## config.mk

```make
export PLATFORM = sky130hd
export DESIGN_NAME = video_timing_rx
export DESIGN_NICKNAME = d
export VERILOG_FILES = /design/src/rtl/video_timing_rx_pkg.sv /design/src/rtl/video_timing_rx_hmeas.sv /design/src/rtl/video_timing_rx.sv
export SDC_FILE = /design/constraint.sdc
export NUM_CORES = 1
export LEC_CHECK = 0
export BUFFER_PORTS_ARGS = -buffer_cell sky130_fd_sc_hd__clkbuf_2
export CAP_MARGIN = 20
export CELL_PAD_IN_SITES_DETAIL_PLACEMENT = 0
export CELL_PAD_IN_SITES_GLOBAL_PLACEMENT = 1
export CORE_MARGIN = 5
export CORE_UTILIZATION = 45
export CTS_CLUSTER_DIAMETER = 80
export DETAILED_ROUTE_END_ITERATION = 8
export GPL_ROUTABILITY_DRIVEN = 0
export PLACE_DENSITY = 0.81
export SYNTH_ARGS = -nofsm -noshare
export SYNTH_HDL_FRONTEND = slang
export SYNTH_SLANG_ARGS = --single-unit
```

## constraint.sdc

```tcl
create_clock -name clk -period 17.5 [get_ports clk]
set_input_delay 1.75 -clock clk [delete_from_list [all_inputs] [get_ports clk]]
set_output_delay 1.75 -clock clk [all_outputs]
set_load 0.005 [all_outputs]
```

## src/rtl/video_timing_rx_pkg.sv

```systemverilog
// ============================================================================
//  video_timing_pkg
//  Shared FSM state encoding and the packed timing record for video_timing_rx.
//  Revision: 1.0
// ============================================================================
`default_nettype none

package video_timing_pkg;

    // Field width of the timing record. It holds H_BITS/V_BITS values of up to 16 bits.
    localparam int MEAS_W = 16;

    typedef enum logic [1:0] {
        SEEK = 2'd0,
        MEAS = 2'd1,
        CHK  = 2'd2,
        LOCK = 2'd3
    } state_t;

    typedef struct packed {
        logic [MEAS_W-1:0] line_len;
        logic [MEAS_W-1:0] hs_width;
        logic [MEAS_W-1:0] hact_start;
        logic [MEAS_W-1:0] hact_width;
        logic [MEAS_W-1:0] frame_lines;
        logic [MEAS_W-1:0] vs_lines;
        logic [MEAS_W-1:0] vact_start;
        logic [MEAS_W-1:0] vact_lines;
    } timing_t;

endpackage

`default_nettype wire

```

## src/rtl/video_timing_rx_hmeas.sv

```systemverilog
// ============================================================================
//  video_timing_hmeas
//  Per-line horizontal measurement with frame reference and consistency flag.
//  Revision: 1.0
// ============================================================================
`default_nettype none

module video_timing_hmeas
    import video_timing_pkg::*;
#(
    parameter int H_BITS = 12
) (
    input  logic              clk,
    input  logic              rst,
    input  logic              hs_rise,
    input  logic              hs_lvl,
    input  logic              vld_lvl,
    input  logic              frame_end,
    output logic              line_active,
    output logic [H_BITS-1:0] line_len,
    output logic [H_BITS-1:0] hs_width,
    output logic [H_BITS-1:0] hact_start,
    output logic [H_BITS-1:0] hact_width,
    output logic              incons
);

    localparam logic [H_BITS-1:0] H_MAX = '1;

    logic [H_BITS-1:0] r_h_cnt;
    logic [H_BITS-1:0] r_hs_cnt;
    logic [H_BITS-1:0] r_vld_cnt;
    logic [H_BITS-1:0] r_vld_start;
    logic [H_BITS-1:0] r_prev_len;
    logic              r_line_vld;
    logic              r_prev_valid;
    logic              r_ref_valid;
    logic              r_incons;
    logic [H_BITS-1:0] r_ref_len;
    logic [H_BITS-1:0] r_ref_hsw;
    logic [H_BITS-1:0] r_ref_hst;
    logic [H_BITS-1:0] r_ref_hw;

    logic [H_BITS-1:0] w_len;
    logic [H_BITS-1:0] w_h_cnt;
    logic              w_ref_valid_n;
    logic              w_incons_n;
    logic [H_BITS-1:0] w_ref_len_n;
    logic [H_BITS-1:0] w_ref_hsw_n;
    logic [H_BITS-1:0] w_ref_hst_n;
    logic [H_BITS-1:0] w_ref_hw_n;

    // r_h_cnt holds last cycle's position, so the finished line length is r_h_cnt+1.
    assign w_len   = (r_h_cnt == H_MAX) ? H_MAX : r_h_cnt + 1'b1;
    assign w_h_cnt = hs_rise ? '0 : w_len;

    always_comb begin
        w_ref_valid_n = r_ref_valid;
        w_incons_n    = r_incons;
        w_ref_len_n   = r_ref_len;
        w_ref_hsw_n   = r_ref_hsw;
        w_ref_hst_n   = r_ref_hst;
        w_ref_hw_n    = r_ref_hw;
        if (hs_rise) begin
            if (r_line_vld) begin
                if (!r_ref_valid) begin
                    w_ref_valid_n = 1'b1;
                    w_ref_len_n   = w_len;
                    w_ref_hsw_n   = r_hs_cnt;
                    w_ref_hst_n   = r_vld_start;
                    w_ref_hw_n    = r_vld_cnt;
                end else if ({w_len, r_hs_cnt, r_vld_start, r_vld_cnt} !=
                             {r_ref_len, r_ref_hsw, r_ref_hst, r_ref_hw}) begin
                    w_incons_n = 1'b1;
                end
            end
            if (r_prev_valid && (w_len != r_prev_len)) begin
                w_incons_n = 1'b1;
            end
        end
        if (w_h_cnt == H_MAX) begin
            w_incons_n = 1'b1;
        end
    end

    // Frame view includes the line finishing this cycle, so frame end sees it.
    assign line_active = r_line_vld;
    assign line_len    = w_ref_len_n;
    assign hs_width    = w_ref_hsw_n;
    assign hact_start  = w_ref_hst_n;
    assign hact_width  = w_ref_hw_n;
    assign incons      = w_incons_n;

    always_ff @(posedge clk or posedge rst) begin
        if (rst) begin
            r_h_cnt      <= '0;
            r_hs_cnt     <= '0;
            r_vld_cnt    <= '0;
            r_vld_start  <= '0;
            r_prev_len   <= '0;
            r_line_vld   <= 1'b0;
            r_prev_valid <= 1'b0;
        end else if (hs_rise) begin
            r_h_cnt      <= '0;
            r_hs_cnt     <= {{(H_BITS-1){1'b0}}, hs_lvl};
            r_vld_cnt    <= {{(H_BITS-1){1'b0}}, vld_lvl};
            r_vld_start  <= '0;
            r_line_vld   <= vld_lvl;
            r_prev_len   <= w_len;
            r_prev_valid <= !frame_end;
        end else begin
            r_h_cnt <= w_h_cnt;
            if (hs_lvl && (r_hs_cnt != H_MAX)) begin
                r_hs_cnt <= r_hs_cnt + 1'b1;
            end
            if (vld_lvl) begin
                if (!r_line_vld) begin
                    r_vld_start <= w_h_cnt;
                    r_line_vld  <= 1'b1;
                end
                if (r_vld_cnt != H_MAX) begin
                    r_vld_cnt <= r_vld_cnt + 1'b1;
                end
            end
        end
    end

    always_ff @(posedge clk or posedge rst) begin
        if (rst) begin
            r_ref_valid <= 1'b0;
            r_incons    <= 1'b0;
            r_ref_len   <= '0;
            r_ref_hsw   <= '0;
            r_ref_hst   <= '0;
            r_ref_hw    <= '0;
        end else if (frame_end) begin
            r_ref_valid <= 1'b0;
            r_incons    <= 1'b0;
            r_ref_len   <= '0;
            r_ref_hsw   <= '0;
            r_ref_hst   <= '0;
            r_ref_hw    <= '0;
        end else begin
            r_ref_valid <= w_ref_valid_n;
            r_incons    <= w_incons_n;
            r_ref_len   <= w_ref_len_n;
            r_ref_hsw   <= w_ref_hsw_n;
            r_ref_hst   <= w_ref_hst_n;
            r_ref_hw    <= w_ref_hw_n;
        end
    end

endmodule

`default_nettype wire

```

## src/rtl/video_timing_rx.sv

```systemverilog
// ============================================================================
//  video_timing_rx
//  Raster timing receiver: measures, checks stability, locks, sums pixels.
//  Revision: 1.0
// ============================================================================
`default_nettype none

module video_timing_rx
    import video_timing_pkg::*;
#(
    parameter int PW     = 8,
    parameter int H_BITS = 12,
    parameter int V_BITS = 12
) (
    input  logic              clk,
    input  logic              rst,
    input  logic              hs,
    input  logic              vs,
    input  logic              vld,
    input  logic [3*PW-1:0]   rgb,
    output logic [H_BITS-1:0] line_len,
    output logic [H_BITS-1:0] hs_width,
    output logic [H_BITS-1:0] hact_start,
    output logic [H_BITS-1:0] hact_width,
    output logic [V_BITS-1:0] frame_lines,
    output logic [V_BITS-1:0] vs_lines,
    output logic [V_BITS-1:0] vact_start,
    output logic [V_BITS-1:0] vact_lines,
    output logic [3*PW-1:0]   frame_sum,
    output logic              meas_vld,
    output logic              locked,
    output logic              err
);

    localparam logic [V_BITS-1:0] V_MAX = '1;

    function automatic logic [V_BITS-1:0] v_inc(input logic [V_BITS-1:0] x);
        return (x == V_MAX) ? x : x + 1'b1;
    endfunction

    logic              r_hs;
    logic              r_vs;
    logic              r_vld;
    logic [3*PW-1:0]   r_rgb;
    logic              r_hs_prev;
    logic              r_vs_line;
    logic [V_BITS-1:0] r_v_cnt;
    logic [V_BITS-1:0] r_vs_lines;
    logic [V_BITS-1:0] r_vact_start;
    logic [V_BITS-1:0] r_vact_lines;
    logic              r_v_incons;
    logic [3*PW-1:0]   r_sum;
    timing_t           r_ref;
    state_t            r_state;

    logic              w_hs_rise;
    logic              w_frame_end;
    logic              w_line_active;
    logic [H_BITS-1:0] w_h_len;
    logic [H_BITS-1:0] w_h_hsw;
    logic [H_BITS-1:0] w_h_hst;
    logic [H_BITS-1:0] w_h_hw;
    logic              w_h_incons;
    logic [V_BITS-1:0] w_vs_lines_n;
    logic [V_BITS-1:0] w_vact_start_n;
    logic [V_BITS-1:0] w_vact_lines_n;
    logic              w_v_incons_n;
    logic              w_incons;
    logic              w_match;
    timing_t           w_cur;
    state_t            w_state_n;
    logic              w_meas_n;
    logic              w_err_n;
    logic              w_locked_n;
    logic              w_ref_load;
    logic              w_out_load;

    assign w_hs_rise   = r_hs & ~r_hs_prev;
    // Frame boundary is the line whose sampled vs level goes 0->1.
    assign w_frame_end = w_hs_rise & r_vs & ~r_vs_line;

    always_ff @(posedge clk or posedge rst) begin
        if (rst) begin
            r_hs      <= 1'b0;
            r_vs      <= 1'b0;
            r_vld     <= 1'b0;
            r_rgb     <= '0;
            r_hs_prev <= 1'b0;
        end else begin
            r_hs      <= hs;
            r_vs      <= vs;
            r_vld     <= vld;
            r_rgb     <= rgb;
            r_hs_prev <= r_hs;
        end
    end

    video_timing_hmeas #(
        .H_BITS (H_BITS)
    ) u_hmeas (
        .clk         (clk),
        .rst         (rst),
        .hs_rise     (w_hs_rise),
        .hs_lvl      (r_hs),
        .vld_lvl     (r_vld),
        .frame_end   (w_frame_end),
        .line_active (w_line_active),
        .line_len    (w_h_len),
        .hs_width    (w_h_hsw),
        .hact_start  (w_h_hst),
        .hact_width  (w_h_hw),
        .incons      (w_h_incons)
    );

    always_comb begin
        w_vs_lines_n   = (w_hs_rise && r_vs_line) ? v_inc(r_vs_lines) : r_vs_lines;
        w_vact_start_n = r_vact_start;
        w_vact_lines_n = r_vact_lines;
        if (w_hs_rise && w_line_active) begin
            if (r_vact_lines == '0) begin
                w_vact_start_n = r_v_cnt;
            end
            w_vact_lines_n = v_inc(r_vact_lines);
        end
        w_v_incons_n = r_v_incons | (r_v_cnt == V_MAX);
    end

    always_comb begin
        w_cur             = '0;
        w_cur.line_len    = MEAS_W'(w_h_len);
        w_cur.hs_width    = MEAS_W'(w_h_hsw);
        w_cur.hact_start  = MEAS_W'(w_h_hst);
        w_cur.hact_width  = MEAS_W'(w_h_hw);
        w_cur.frame_lines = MEAS_W'(v_inc(r_v_cnt));
        w_cur.vs_lines    = MEAS_W'(w_vs_lines_n);
        w_cur.vact_start  = MEAS_W'(w_vact_start_n);
        w_cur.vact_lines  = MEAS_W'(w_vact_lines_n);
    end

    assign w_incons = w_h_incons | w_v_incons_n;
    assign w_match  = (w_cur == r_ref);

    always_ff @(posedge clk or posedge rst) begin
        if (rst) begin
            r_vs_line    <= 1'b0;
            r_v_cnt      <= '0;
            r_vs_lines   <= '0;
            r_vact_start <= '0;
            r_vact_lines <= '0;
            r_v_incons   <= 1'b0;
        end else begin
            r_v_incons <= w_frame_end ? 1'b0 : w_v_incons_n;
            if (w_hs_rise) begin
                r_vs_line <= r_vs;
                if (w_frame_end) begin
                    r_v_cnt      <= '0;
                    r_vs_lines   <= '0;
                    r_vact_start <= '0;
                    r_vact_lines <= '0;
                end else begin
                    r_v_cnt      <= v_inc(r_v_cnt);
                    r_vs_lines   <= w_vs_lines_n;
                    r_vact_start <= w_vact_start_n;
                    r_vact_lines <= w_vact_lines_n;
                end
            end
        end
    end

    // A pixel on the boundary cycle already belongs to the new frame.
    always_ff @(posedge clk or posedge rst) begin
        if (rst) begin
            r_sum <= '0;
        end else if (w_frame_end) begin
            r_sum <= r_vld ? r_rgb : '0;
        end else if (r_vld) begin
            r_sum <= r_sum + r_rgb;
        end
    end

    always_ff @(posedge clk or posedge rst) begin
        if (rst) begin
            r_state <= SEEK;
        end else begin
            r_state <= w_state_n;
        end
    end

    always_comb begin
        w_state_n  = r_state;
        w_meas_n   = 1'b0;
        w_err_n    = 1'b0;
        w_locked_n = locked;
        w_ref_load = 1'b0;
        w_out_load = 1'b0;
        if (w_frame_end) begin
            case (r_state)
                SEEK: begin
                    w_state_n = MEAS;
                end
                MEAS: begin
                    w_state_n  = CHK;
                    w_ref_load = 1'b1;
                    w_meas_n   = 1'b1;
                    w_out_load = 1'b1;
                end
                CHK, LOCK: begin
                    w_meas_n   = 1'b1;
                    w_out_load = 1'b1;
                    if (w_match && !w_incons) begin
                        w_state_n  = LOCK;
                        w_locked_n = 1'b1;
                    end else begin
                        w_state_n  = CHK;
                        w_locked_n = 1'b0;
                        w_err_n    = 1'b1;
                        w_ref_load = 1'b1;
                    end
                end
                default: begin
                    w_state_n = SEEK;
                end
            endcase
        end
    end

    always_ff @(posedge clk or posedge rst) begin
        if (rst) begin
            meas_vld    <= 1'b0;
            err         <= 1'b0;
            locked      <= 1'b0;
            r_ref       <= '0;
            line_len    <= '0;
            hs_width    <= '0;
            hact_start  <= '0;
            hact_width  <= '0;
            frame_lines <= '0;
            vs_lines    <= '0;
            vact_start  <= '0;
            vact_lines  <= '0;
            frame_sum   <= '0;
        end else begin
            meas_vld <= w_meas_n;
            err      <= w_err_n;
            locked   <= w_locked_n;
            if (w_ref_load) begin
                r_ref <= w_cur;
            end
            if (w_out_load) begin
                line_len    <= w_cur.line_len[H_BITS-1:0];
                hs_width    <= w_cur.hs_width[H_BITS-1:0];
                hact_start  <= w_cur.hact_start[H_BITS-1:0];
                hact_width  <= w_cur.hact_width[H_BITS-1:0];
                frame_lines <= w_cur.frame_lines[V_BITS-1:0];
                vs_lines    <= w_cur.vs_lines[V_BITS-1:0];
                vact_start  <= w_cur.vact_start[V_BITS-1:0];
                vact_lines  <= w_cur.vact_lines[V_BITS-1:0];
                frame_sum   <= r_sum;
            end
        end
    end

endmodule

`default_nettype wire

```

After elaboration in Yosys (flattened, before gate mapping)
Index checks and enable logic that the tools add are counted.
{ "classes": {"addsub": 7, "n_mul": 0, "div_mod_pow": 0, "n_lt_le_gt_ge": 0, "n_eq_ne": 14, "shifts": 0, "mux": 64, "bitwise": 7, "reduce_logical": 21} }
{ "ops": {"columns": ["cell", "count"], "rows": [
  ["two-way mux 12 bit", 38],
  ["equality test 96 bit", 1],
  ["adder 12 x 1 -> 12 bit (second input constant)", 6],
  ["two-way mux 24 bit", 3],
  ["equality test 12 bit (second input constant)", 5],
  ["!= test 48 bit", 1],
  ["adder 24 bit", 1],
  ["!= test 12 bit (second input constant)", 2],
  ["two-way mux 1 bit", 21],
  ["logical NOT 12 bit", 1],
  ["!= test 12 bit", 1],
  ["nonzero test 2 bit", 6],
  ["AND reduction 2 bit", 4],
  ["case mux 2 bit (3 select lines)", 1],
  ["logical AND 1 bit", 5],
  ["equality test 2 bit (second input constant)", 2],
  ["bitwise AND 1 bit", 3],
  ["OR reduction 3 bit", 1],
  ["equality test 2 x 1 -> 1 bit (second input constant)", 1],
  ["logical NOT 1 bit", 2],
  ["logical NOT 2 bit", 1],
  ["!= test 2 x 1 -> 1 bit (second input constant)", 1],
  ["inverter 1 bit", 2],
  ["bitwise OR 1 bit", 2],
  ["other kinds (2)", 2]
]} }
{ "word_totals": {"reg_bits": 435, "latchBits": 0, "mem_bits_rw": 0, "mem_bits_ro": 0, "in_bits": 29, "elab_cells": 159, "n_memories": 0} }

Longest topological paths before layout
Gate-level depths: netlist of the first run.
{ "depth": {"ltp_word": 15, "ltp_mapped": 16, "ltp_nobuf": 13} }

By module
A second synthesis of the first run with hierarchy kept.
{ "hier_totals": {"hier_cells": 2226, "area_unflattened_um2": 21783.4} }
{ "modules_own_cells": {"columns": ["mod", "instances", "cells_per_inst", "area_each_um2", "seq_area_each_um2"], "rows": [
  ["video_timing_rx", 1, 1627, 15827.7, 8082.8],
  ["video_timing_hmeas", 1, 599, 5955.7, 2802.7]
]} }

Worst setup path before layout of the first run
No wires, ideal clock.
{ "synth_path": {"path_type": "register -> register", "startpoint": "register u_hmeas.r_h_cnt[3]", "endpoint": "register r_ref[26] (netlist bit)", "setup_time_ns": 0.095, "arrival_time_ns": 3.489, "path_slack_ns": 13.916, "path_stages_with_launch": 15, "path_buffers": 4, "path_cell_list": "dfrtp_1 -> buf_2 -> nand4_1 -> clkbuf_1 -> nor4_2 -> mux2i_1 -> mux2_2 -> a2111oi_0 -> nor4b_1 -> nand4_1 -> nor4_4 -> buf_2 -> buf_2 -> o21ai_1 -> o31ai_1"} }
{ "synth_between": {"elab_chain_cells": 15} }
{ "synth_rtl": {"columns": ["item", "line_no", "rtl"], "rows": [
  ["start, declared", "video_timing_rx_hmeas.sv:29", "logic [H_BITS-1:0] r_h_cnt;"],
  ["start signal, assigned", "video_timing_rx_hmeas.sv:111", "r_h_cnt <= w_h_cnt;"],
  ["adder 12 x 1 -> 12 bit / equality test 12 bit (equally long branches)", "video_timing_rx_hmeas.sv:53", "assign w_len = (r_h_cnt == H_MAX) ? H_MAX : r_h_cnt + 1'b1;"],
  ["two-way mux 12 bit *", "video_timing_rx_hmeas.sv:53", null],
  ["!= test 48 bit", "video_timing_rx_hmeas.sv:71", "end else if ({w_len, r_hs_cnt, r_vld_start, r_vld_cnt} !="],
  ["two-way mux 1 bit", "video_timing_rx_hmeas.sv:71", null],
  ["two-way mux 1 bit", "video_timing_rx_hmeas.sv:65", "if (!r_ref_valid) begin"],
  ["two-way mux 1 bit", "video_timing_rx_hmeas.sv:64", "if (r_line_vld) begin"],
  ["two-way mux 1 bit", "video_timing_rx_hmeas.sv:76", "if (r_prev_valid && (w_len != r_prev_len)) begin"],
  ["two-way mux 1 bit", "video_timing_rx_hmeas.sv:63", "if (hs_rise) begin"],
  ["two-way mux 1 bit", "video_timing_rx_hmeas.sv:80", "if (w_h_cnt == H_MAX) begin"],
  ["bitwise OR 1 bit", "video_timing_rx.sv:140", "assign w_incons = w_h_incons | w_v_incons_n;"],
  ["logical NOT 1 bit", "video_timing_rx.sv:210", "if (w_match && !w_incons) begin"],
  ["logical AND 1 bit *", "video_timing_rx.sv:210", null],
  ["two-way mux 1 bit *", "video_timing_rx.sv:210", null],
  ["case mux 1 bit (2 select lines) *", "video_timing_rx.sv:197", "case (r_state)"],
  ["two-way mux 1 bit *", "video_timing_rx.sv:196", "if (w_frame_end) begin"],
  ["end signal, assigned", "video_timing_rx.sv:247", "r_ref <= w_cur;"],
  ["end, declared", "video_timing_rx.sv:53", "timing_t r_ref;"]
]} }
Every way passes the cells marked *; elsewhere a longest branch is shown, timed or not.
A chain may end at the register's enable or synchronous reset.

Final worst setup path of the first run
{ "layout_path": {"startpoint": "register r_hs_prev", "endpoint": "register r_ref[19] (netlist bit)"} }
{ "layout_between": {"elab_chain_cells": 11} }
{ "layout_rtl": {"columns": ["item", "line_no", "rtl"], "rows": [
  ["start, declared", "video_timing_rx.sv:45", "logic r_hs_prev;"],
  ["start signal, assigned", "video_timing_rx.sv:94", "r_hs_prev <= r_hs;"],
  ["inverter 1 bit *", "video_timing_rx.sv:78", "assign w_hs_rise = r_hs & ~r_hs_prev;"],
  ["bitwise AND 1 bit *", "video_timing_rx.sv:78", null],
  ["two-way mux 12 bit", "video_timing_rx_hmeas.sv:54", "assign w_h_cnt = hs_rise ? '0 : w_len;"],
  ["equality test 12 bit", "video_timing_rx_hmeas.sv:80", null],
  ["two-way mux 1 bit", "video_timing_rx_hmeas.sv:80", null],
  ["bitwise OR 1 bit", "video_timing_rx.sv:140", null],
  ["logical NOT 1 bit", "video_timing_rx.sv:210", null],
  ["logical AND 1 bit", "video_timing_rx.sv:210", null],
  ["two-way mux 1 bit", "video_timing_rx.sv:210", null],
  ["case mux 1 bit (2 select lines)", "video_timing_rx.sv:197", null],
  ["two-way mux 1 bit", "video_timing_rx.sv:196", null]
]} }
Marks and branches as above.

==> run_results.csv, run 1 <==
group,metric,value,unit
synthesis,synth_edf_count,0,
timing,finalHoldViolCount,0,
synthesis,syn_nets,2279,
finish,final_nets,2369,
timing,setup_viol,0,
timing,fin_skew,0.0294,ns
placement,place.port_buffers,151,
detailed_routing,viasPerCell,5.78,
synthesis,synth_seq_cells,435,
timing,whs,0.479,ns
synthesis,syn_inst,2219,
clock_network,htreeDepth,2,
critical_path,path_class,"flop to flop",
timing,min_period,6.03,ns
hold_path,hold_path_end,"frame_sum[17]",
detailed_routing,routed_wirelength,61200,um
synthesis,ys_types,79,
synthesis,yosysSeqAreaShare,50.9,%
clock_network,cts.sinks,435,
die,core-area,46800,um2
timing,slew_viol_final,0,
timing,setup-tns-final,0,ns
finish,area_growth,13.8,%
finish,layout-drive-gt1-share,12.6,%
placement,dpl-instance-area,22600,um2
pwr,leakagePower,11.3,nW
clock_network,cts_buffers,49,
clock_network,cts_resized,0,
global_route,grt_pass1_vias,16900,
critical_path,required,17.99,ns
synthesis,synthesis.area,21400,um2
detailed_routing,drt-initial-drc-count,1730,
global_route,grt_overflow,0,
pwr,ir_worst_vdd,95.0,uV
synthesis,synth_ff_type,"dfrtp_1",
synthesis,syn_area_per_cell,9.64,um2
pwr,cellPowerDensity,133,nW/um2
timing,tightest_slew,1.04,ns
timing,relSlewSlack,30.5,%
critical_path,rr_worst_depth,13,
critical_path,rrSetupSlack,11.47,ns
die,die-width,228,um
global_route,grt_max_degree,258,
die,die_h,228,um
critical_path,cp_max_fo,88,
die,ioPinCount,152,
detailed_routing,drc,0,
die,dieArea,52000,um2
finish,final_area,24300,um2
global_route,antenna_found_initial,2,
timing,fmax,166,MHz
detailed_routing,vias,17100,
clock_network,cts-root-buf,"clkbuf_16",
critical_path,r2r-end,"r_ref[19]",
placement,place_hpwl,43100,um
critical_path,cp.arrival,6.52,ns
detailed_routing,drt.antenna.violating_nets,0,
finish,antenna_cells,0,
critical_path,r2r-start,"r_hs_prev",
hold_path,hp-class,"flop to flop",
clock_network,cts_hold_buffers,0,
detailed_routing,drtPass1Iterations,6,
global_route,gr-usage-all-layers,23.1,%
timing,finalCritPeriodShare,34.5,%
finish,post-route-util,52.0,%
clock_network,insertion_delay,0.59,ns
critical_path,crit_path_end_kind,"flop",
die,rows,79,
clock_network,tritoncts,"yes",
clock_network,cts.clk_slew.worst_paths,0.06,ns
global_route,grt_pass1_wl,97700,um
synthesis,yosys_warnings,0,
hold_path,holdPathStages,2,
outcome,status,"complete, no violations",
critical_path,crit_path_start_kind,"flop",
clock_network,cts_buffer_depth,3,
run,max_cap_violations,0,
timing,rsz0062_at_grt,"false",
detailed_routing,wl_per_cell,20.7,um
clock_network,post_cts_buffers,0,
synthesis,synthArstFlopShare,100,%
die,start_util,45.7,%
hold_path,worstHoldStart,"frame_sum[17]",
## layout make-up
class	instances	area (um2)
fillers	4302	22400
clock buffers	70	1460
multi-input cells	1587	9770
inverters	60	233
flip-flops and latches	435	10900
well taps	607	759
repair buffers	176	1030
clock inverters	19	198
## layer usage
layer	up-vias	track usage, %	routed length (um)
met4	2	5.99	1410
met3	105	3.30	3420
met5	-	0	13
met2	538	38.0	28900
met1	8385	32.5	27400
li1	8043	-	-
## cell usage after synthesis (52+ instances only)
cell type  number  area [um2]
mux2i_1        71         711
inv_1          60         225
xor2_1         66         578
a21oi_1        66         330
xnor2_1        97         850
clkbuf_1      102         383
nand2_1       294        1100
o21ai_0       204        1020
o31ai_1        85         638
o21ai_1        52         260
nor2_1        177         664
dfrtp_1       435       10900
## registers in the layout (all words and copies together), names as in the netlist, 24 cells and up
| register | count |
|---|---|
| frame_sum | 24 |
| r_ref | 96 |
| r_rgb | 24 |
| r_sum | 24 |
## report_power, final
part	total, W	internal [W]	switching [W]
clock	0.00105	0.000623	0.000429
sequential	0.00133	0.00117	0.000157
combinational	0.000845	0.000357	0.000488
## cell usage in the layout, fill, tap and decap left out, types with 20 or more instances in the layout
cell and count:
dfrtp_1 435, nand2_1 294, o21ai_0 204, nor2_1 177
clkbuf_2 151, xnor2_1 97, o31ai_1 85, mux2i_1 71
a21oi_1 66, xor2_1 66, inv_1 59, o21ai_1 51
clkbuf_16 50, nand3_1 49, nand4_1 38, nor4_1 33
ha_1 30, nor3_1 29, or3_1 22, a22o_1 21
nand2b_1 20
## worst max-delay path, stage by stage (launching register included)
cell       delay [ns]
dfrtp_1          0.49
nand4bb_4        0.71
buf_4            0.53
nor4_1           0.53
nor3_1           0.10
a211o_1          0.28
a2111oi_0        0.67
nor4b_1          0.37
nand4_1          0.22
nor4_4           0.34
buf_4            0.50
buf_4            0.81
o21ai_0          0.16
o31ai_1          0.11
## cells by family after synthesis
group / Yosys count / share of synthesized area (%)
xor+xnor: 164 / 6.78
mux: 86 / 4.11
compound gates: 557 / 16.2
simple gates: 749 / 16.5
flops: 435 / 50.9
fa+ha+maj: 31 / 1.85
buf+inv: 197 / 3.63
## how the worst max path moves through the flow
stage          startpoint         to  slack [ns]  depth (start not counted)
6_report        r_hs_prev  r_ref[19]       11.47                         13
5_1_grt              r_hs  r_ref[22]       11.04                         13
4_1_cts         r_hs_prev  r_ref[70]       11.61                         13
3_5_place_dp         r_hs  r_ref[18]       11.62                         13
3_3_place_gp    r_hs_prev  r_ref[56]       11.91                         13
2_1_floorplan         rst        err        3.63                          1
## stage by stage
stage | total power (W) | instances | setup slack (ns)
floorplan | 0.00188 | 2219 | 3.63
global placement | 0.00215 | 2861 | 11.91
detailed placement | 0.00218 | 2862 | 11.62
CTS | 0.00324 | 2951 | 11.61
global route | 0.00339 | 2954 | 11.04
finish | 0.00322 | 2954 | 11.47
(Power assumes the default switching activity.)
==> run 2: changes to the inputs <==
- clock period: 17.5 -> 6.1 ns (I/O delays scaled with it)
==> run_results.csv, run 2 (same netlist as run 1, synthesis figures left out) <==
group,metric,value,unit
clock_network,htreeDepth,2,
run,max_cap_violations,0,
placement,place.port_buffers,151,
global_route,grt_overflow,0,
finish,antenna_cells,0,
pwr,power_frac_comb,25.0,%
finish,stdcell_count,2971,
finish,layout_commonest_cell,"dfrtp_1",
detailed_routing,vias,17200,
pwr,p_seq_share,39.4,%
die,die_h,228,um
timing,setup_viol,0,
placement,placed_cells,2877,
pwr,pwr-share-clk,35.6,%
clock_network,post_cts_buffers,0,
critical_path,cp_cell_sequence,"ha_1 > nand3_1 > nor4_1 > nor3_1 > a211o_1 > a2111oi_0 > nor4b_1 > nand4_1 > nor4_4 > buf_12 > o21ai_0 > o31ai_1",
pwr,cellPowerDensity,392,nW/um2
pwr,power.total,0.00966,W
finish,regMostFlops,"r_ref",
critical_path,cp_slowest_cell,"nor4_1",
die,dieArea,52000,um2
clock_network,cts-root-buf,"clkbuf_16",
finish,area_growth,15.3,%
clock_network,insertion_delay,0.61,ns
clock_network,cts_hold_buffers,0,
global_route,grt_pass1_vias,16800,
detailed_routing,drtPass1Iterations,6,
detailed_routing,wl_per_cell,20.8,um
finish,final_cell_mix,"435 x dfrtp_1, 294 x nand2_1, 204 x o21ai_0, 177 x nor2_1, 151 x clkbuf_2",
finish,layout-drive-gt1-share,13.2,%
clock_network,cts.clk_slew.worst_paths,0.06,ns
timing,finalCritPeriodShare,86.5,%
pwr,leakagePower,11.5,nW
timing,rsz0062_at_grt,"false",
timing,tightest_slew,1.14,ns
critical_path,crit_path_start_kind,"flop",
critical_path,cp.arrival,5.77,ns
timing,slew_viol_final,0,
die,start_util,45.7,%
timing,finalHoldViolCount,0,
clock_network,cts.sinks,435,
global_route,grt_pass1_wl,98400,um
pwr,ir_worst_vdd,232,uV
die,ioPinCount,152,
critical_path,crit_path_end_kind,"flop",
critical_path,cp_max_fo,138,
detailed_routing,routed_wirelength,61800,um
outcome,status,"complete, no violations",
die,rows,79,
critical_path,path_class,"flop to flop",
global_route,antenna_found_initial,0,
global_route,grt_max_degree,227,
die,core-area,46800,um2
finish,post-route-util,52.8,%
timing,fin_skew,0.0319,ns
finish,largest_reg_flops,96,
clock_network,cts_buffers,49,
timing,setup-tns-final,0,ns
die,die-width,228,um
pwr,power.switching,0.00310,W
placement,place_hpwl,43900,um
clock_network,cts_buffer_depth,3,
clock_network,cts_resized,0,
global_route,gr-usage-all-layers,23.3,%
clock_network,tritoncts,"yes",
timing,relSlewSlack,23.7,%
timing,min_period,5.28,ns
pwr,p_sw_share,32.1,%
detailed_routing,viasPerCell,5.80,
pwr,p_int,0.00656,W
detailed_routing,drt.antenna.violating_nets,0,
detailed_routing,drt-initial-drc-count,1665,
critical_path,required,6.60,ns
detailed_routing,drc,0,
critical_path,cpPeakStageDelay,0.83,ns
hold_path,hp-class,"input pin to async pin",
finish,final_nets,2383,
timing,fmax,190,MHz
[run 2: cell types whose count changed in the layout (fill, tap and decap cells not counted), sizes merged]
cell and delta:
inv -2, clkbuf -7, bufinv +11, buf +14, clkinvlp +1
[run 2: power groups by stage]
stage	Sequential, W	Clock [W]	Combinational (W)
3_5_place_dp	0.00385	0	0.00240
3_3_place_gp	0.00383	0	0.00235
6_report	0.00381	0.00344	0.00241
2_1_floorplan	0.00371	0	0.00168
5_1_grt	0.00387	0.00361	0.00268
4_1_cts	0.00380	0.00349	0.00242
[run 2: area by class of cell]
type	instances	area [um2]
Clock buffer	63	1360
Clock inverter	29	527
Fill cell	4261	22100
Inverter	60	229
Multi-Input combinational cell	1587	9770
Sequential cell	435	10900
Tap cell	607	759
Timing Repair Buffer	190	1130
[run 2: critical path: cells and delay by family (launching register included)]
family	cells	cell delay [ns]
simple gates	6	2.37
buf+inv	1	0.50
fa+ha+maj	1	0.37
flops	1	0.60
compound gates	4	1.23
[run 2: path summary, 6_finish.rpt]
path                            cells after the start  slack [ns]          startpoint             to
worst max-delay path                               12        0.82  u_hmeas.r_h_cnt[0]      r_ref[22]
worst min-delay path                                2        0.08                 rst  vact_lines[9]
worst max register to register                     12        0.82  u_hmeas.r_h_cnt[0]      r_ref[22]
worst min register to register                      2        0.48         hs_width[0]    hs_width[0]
max in group asynchronous                           4        4.36                 rst   frame_sum[1]
min in group clk                                    1        0.10              rgb[9]       r_rgb[9]
[run 2: metrics by stage]
stage	setup WS [ns]	hold WS, ns	cell area [um2]
4_1_cts	0.895	0.0632	24600
3_3_place_gp	0.969	0.458	22700
2_1_floorplan	-0.385	0.369	21400
3_5_place_dp	0.919	0.465	22700
6_report	0.824	0.0819	24700
5_1_grt	0.536	0.0823	24700
[run 2: per-layer routing]
| metal | routed length [um] | vias up | track usage [%] |
|---|---|---|---|
| met5 | 0 | - | 0 |
| met4 | 1850 | 0 | 7.34 |
| met3 | 3670 | 113 | 4.00 |
| met2 | 28700 | 528 | 37.1 |
| met1 | 27600 | 8520 | 32.9 |
| li1 | - | 8076 | - |
==> run 3: changes to the inputs <==
--- a/config.mk
+++ b/config.mk
@@ -13,3 +13,3 @@
 export CORE_UTILIZATION = 45
-export CTS_CLUSTER_DIAMETER = 80
+export CTS_CLUSTER_DIAMETER = 100
 export DETAILED_ROUTE_END_ITERATION = 8
@@ -17,2 +17,3 @@
 export PLACE_DENSITY = 0.81
+export SKIP_CTS_REPAIR_TIMING = 1
 export SYNTH_ARGS = -nofsm -noshare
==> constraint.sdc (replaced) <==
create_clock -name clk -period 6.1 [get_ports clk]
set_input_delay 0.305 -clock clk [delete_from_list [all_inputs] [get_ports clk]]
set_output_delay 0.305 -clock clk [all_outputs]
set_load 0.005 [all_outputs]
==> run_results.csv, run 3 (same netlist as run 1, synthesis figures left out) <==
group,metric,value,unit
outcome,status,"complete, no violations",
critical_path,r2r-start,"r_hs",
timing,finalHoldViolCount,0,
pwr,leakagePower,11.6,nW
critical_path,required,6.59,ns
pwr,ir_worst_vdd,239,uV
die,dieArea,52000,um2
finish,layout-drive-gt1-share,13.0,%
finish,area_growth,16.6,%
timing,relSlewSlack,17.7,%
placement,pre_cts_ws,0.919,ns
critical_path,crit_path_start_kind,"flop",
global_route,gr-usage-all-layers,23.3,%
critical_path,cp_max_fo,138,
pwr,cellPowerDensity,388,nW/um2
finish,layout_commonest_cell,"dfrtp_1",
timing,finalCritPeriodShare,86.6,%
timing,fin_skew,0.0346,ns
pwr,p_sw_share,32.1,%
detailed_routing,wl_per_cell,20.7,um
global_route,grt_overflow,0,
pwr,power_frac_comb,25.1,%
detailed_routing,drt-initial-drc-count,1771,
critical_path,cp.arrival,5.78,ns
clock_network,cts_buffers,49,
timing,setup-tns-final,0,ns
timing,fmax,189,MHz
finish,fillers,4231,
detailed_routing,drc,0,
global_route,grt_pass1_wl,98400,um
global_route,gr-usage-met2,37.1,%
clock_network,htreeDepth,2,
placement,place.port_buffers,151,
timing,tightest_slew,1.23,ns
global_route,grt_pass1_vias,16800,
global_route,use_met1,32.9,%
placement,dpl-instance-area,22700,um2
detailed_routing,drt.antenna.violating_nets,0,
pwr,pwr-share-clk,35.5,%
clock_network,cts.clk_slew.worst_paths,0.06,ns
critical_path,path_class,"flop to flop",
timing,setup_ws,0.817,ns
finish,final_nets,2411,
timing,min_period,5.28,ns
detailed_routing,drtPass1Iterations,6,
critical_path,worstSetupStartpoint,"r_hs",
hold_path,hp-class,"input pin to flop",
clock_network,cts-root-buf,"clkbuf_16",
placement,place_hpwl,43900,um
clock_network,tritoncts,"yes",
detailed_routing,viasPerCell,5.79,
die,rows,79,
pwr,p_seq_share,39.4,%
critical_path,crit_path_end_kind,"flop",
finish,stdcell_count,2999,
timing,setup_viol,0,
global_route,use_met3,4.00,%
finish,antenna_cells,0,
clock_network,insertion_delay,0.62,ns
clock_network,cts.sinks,435,
finish,final_cell_mix,"435 x dfrtp_1, 294 x nand2_1, 204 x o21ai_0, 177 x nor2_1, 151 x clkbuf_2",
die,die_h,228,um
pwr,power.switching,0.00311,W
die,ioPinCount,152,
die,start_util,45.7,%
placement,placed_cells,2877,
timing,rsz0062_at_grt,"false",
global_route,top_usage_layer,"met2",
detailed_routing,vias,17400,
finish,largest_reg_flops,96,
pwr,p_int,0.00657,W
finish,final_area,24900,um2
global_route,grt_max_degree,227,
clock_network,cts_buffer_depth,3,
die,core-area,46800,um2
hold_path,worstHoldStart,"rgb[20]",
timing,slew_viol_final,0,
finish,regMostFlops,"r_ref",
die,die-width,228,um
global_route,antenna_found_initial,0,
run,max_cap_violations,0,
detailed_routing,routed_wirelength,62200,um
[run 3: final cells by class]
type                       count  area, um2  area share [%]
clock inverter                29        527            2.11
sequential                   435      10900            43.6
inverter                      60        229           0.918
clock buffer                  63       1360            5.45
tap                          607        759            3.04
timing repair buffer         218       1410            5.66
multi-input combinational   1587       9770            39.2
[run 3: stage by stage]
step / hold WS (ns) / utilization (%) / total power, W
6_report: 0.333 / 53.4 / 0.00967
3_3_place_gp: 0.414 / 48.6 / 0.00618
5_1_grt: 0.324 / 53.4 / 0.0102
3_5_place_dp: 0.415 / 48.6 / 0.00625
2_1_floorplan: 0.336 / - / 0.00539
4_1_cts: -0.242 / 52.7 / 0.00971
[run 3: power groups by stage]
stage          Sequential (W)  Combinational, W  Clock, W
2_1_floorplan         0.00371           0.00168         0
6_report              0.00381           0.00243   0.00344
4_1_cts               0.00380           0.00242   0.00349
5_1_grt               0.00387           0.00269   0.00361
3_5_place_dp          0.00385           0.00240         0
3_3_place_gp          0.00383           0.00235         0
[run 3: worst paths after layout]
kind / slack, ns / end / cells after the start
hold reg to reg: 0.48 / hs_width[0] / 2
hold / removal: 0.33 / r_rgb[20] / 2
min in group asynchronous: 0.34 / vact_lines[9] / 3
setup / recovery: 0.82 / r_ref[22] / 12
max in group asynchronous: 4.12 / line_len[0] / 5
setup reg to reg: 0.82 / r_ref[22] / 12
[run 3: critical path: stages, from the launching register on]
cell and delay (ns):
dfrtp_1 0.60, nand4bb_4 0.63, buf_4 0.46, mux2i_1 0.35
xnor2_1 0.12, nor4_1 0.43, o2111ai_1 0.18, a2111oi_0 0.75
nand4_1 0.31, nor4_4 0.46, buf_12 0.49, o21ai_0 0.16
o31ai_1 0.11
[run 3: metal layers]
metal  up-vias  wire [um]
li1       8132          -
met1      8544      27500
met2       565      28800
met3       121       3970
met4         0       1910
met5         -          0
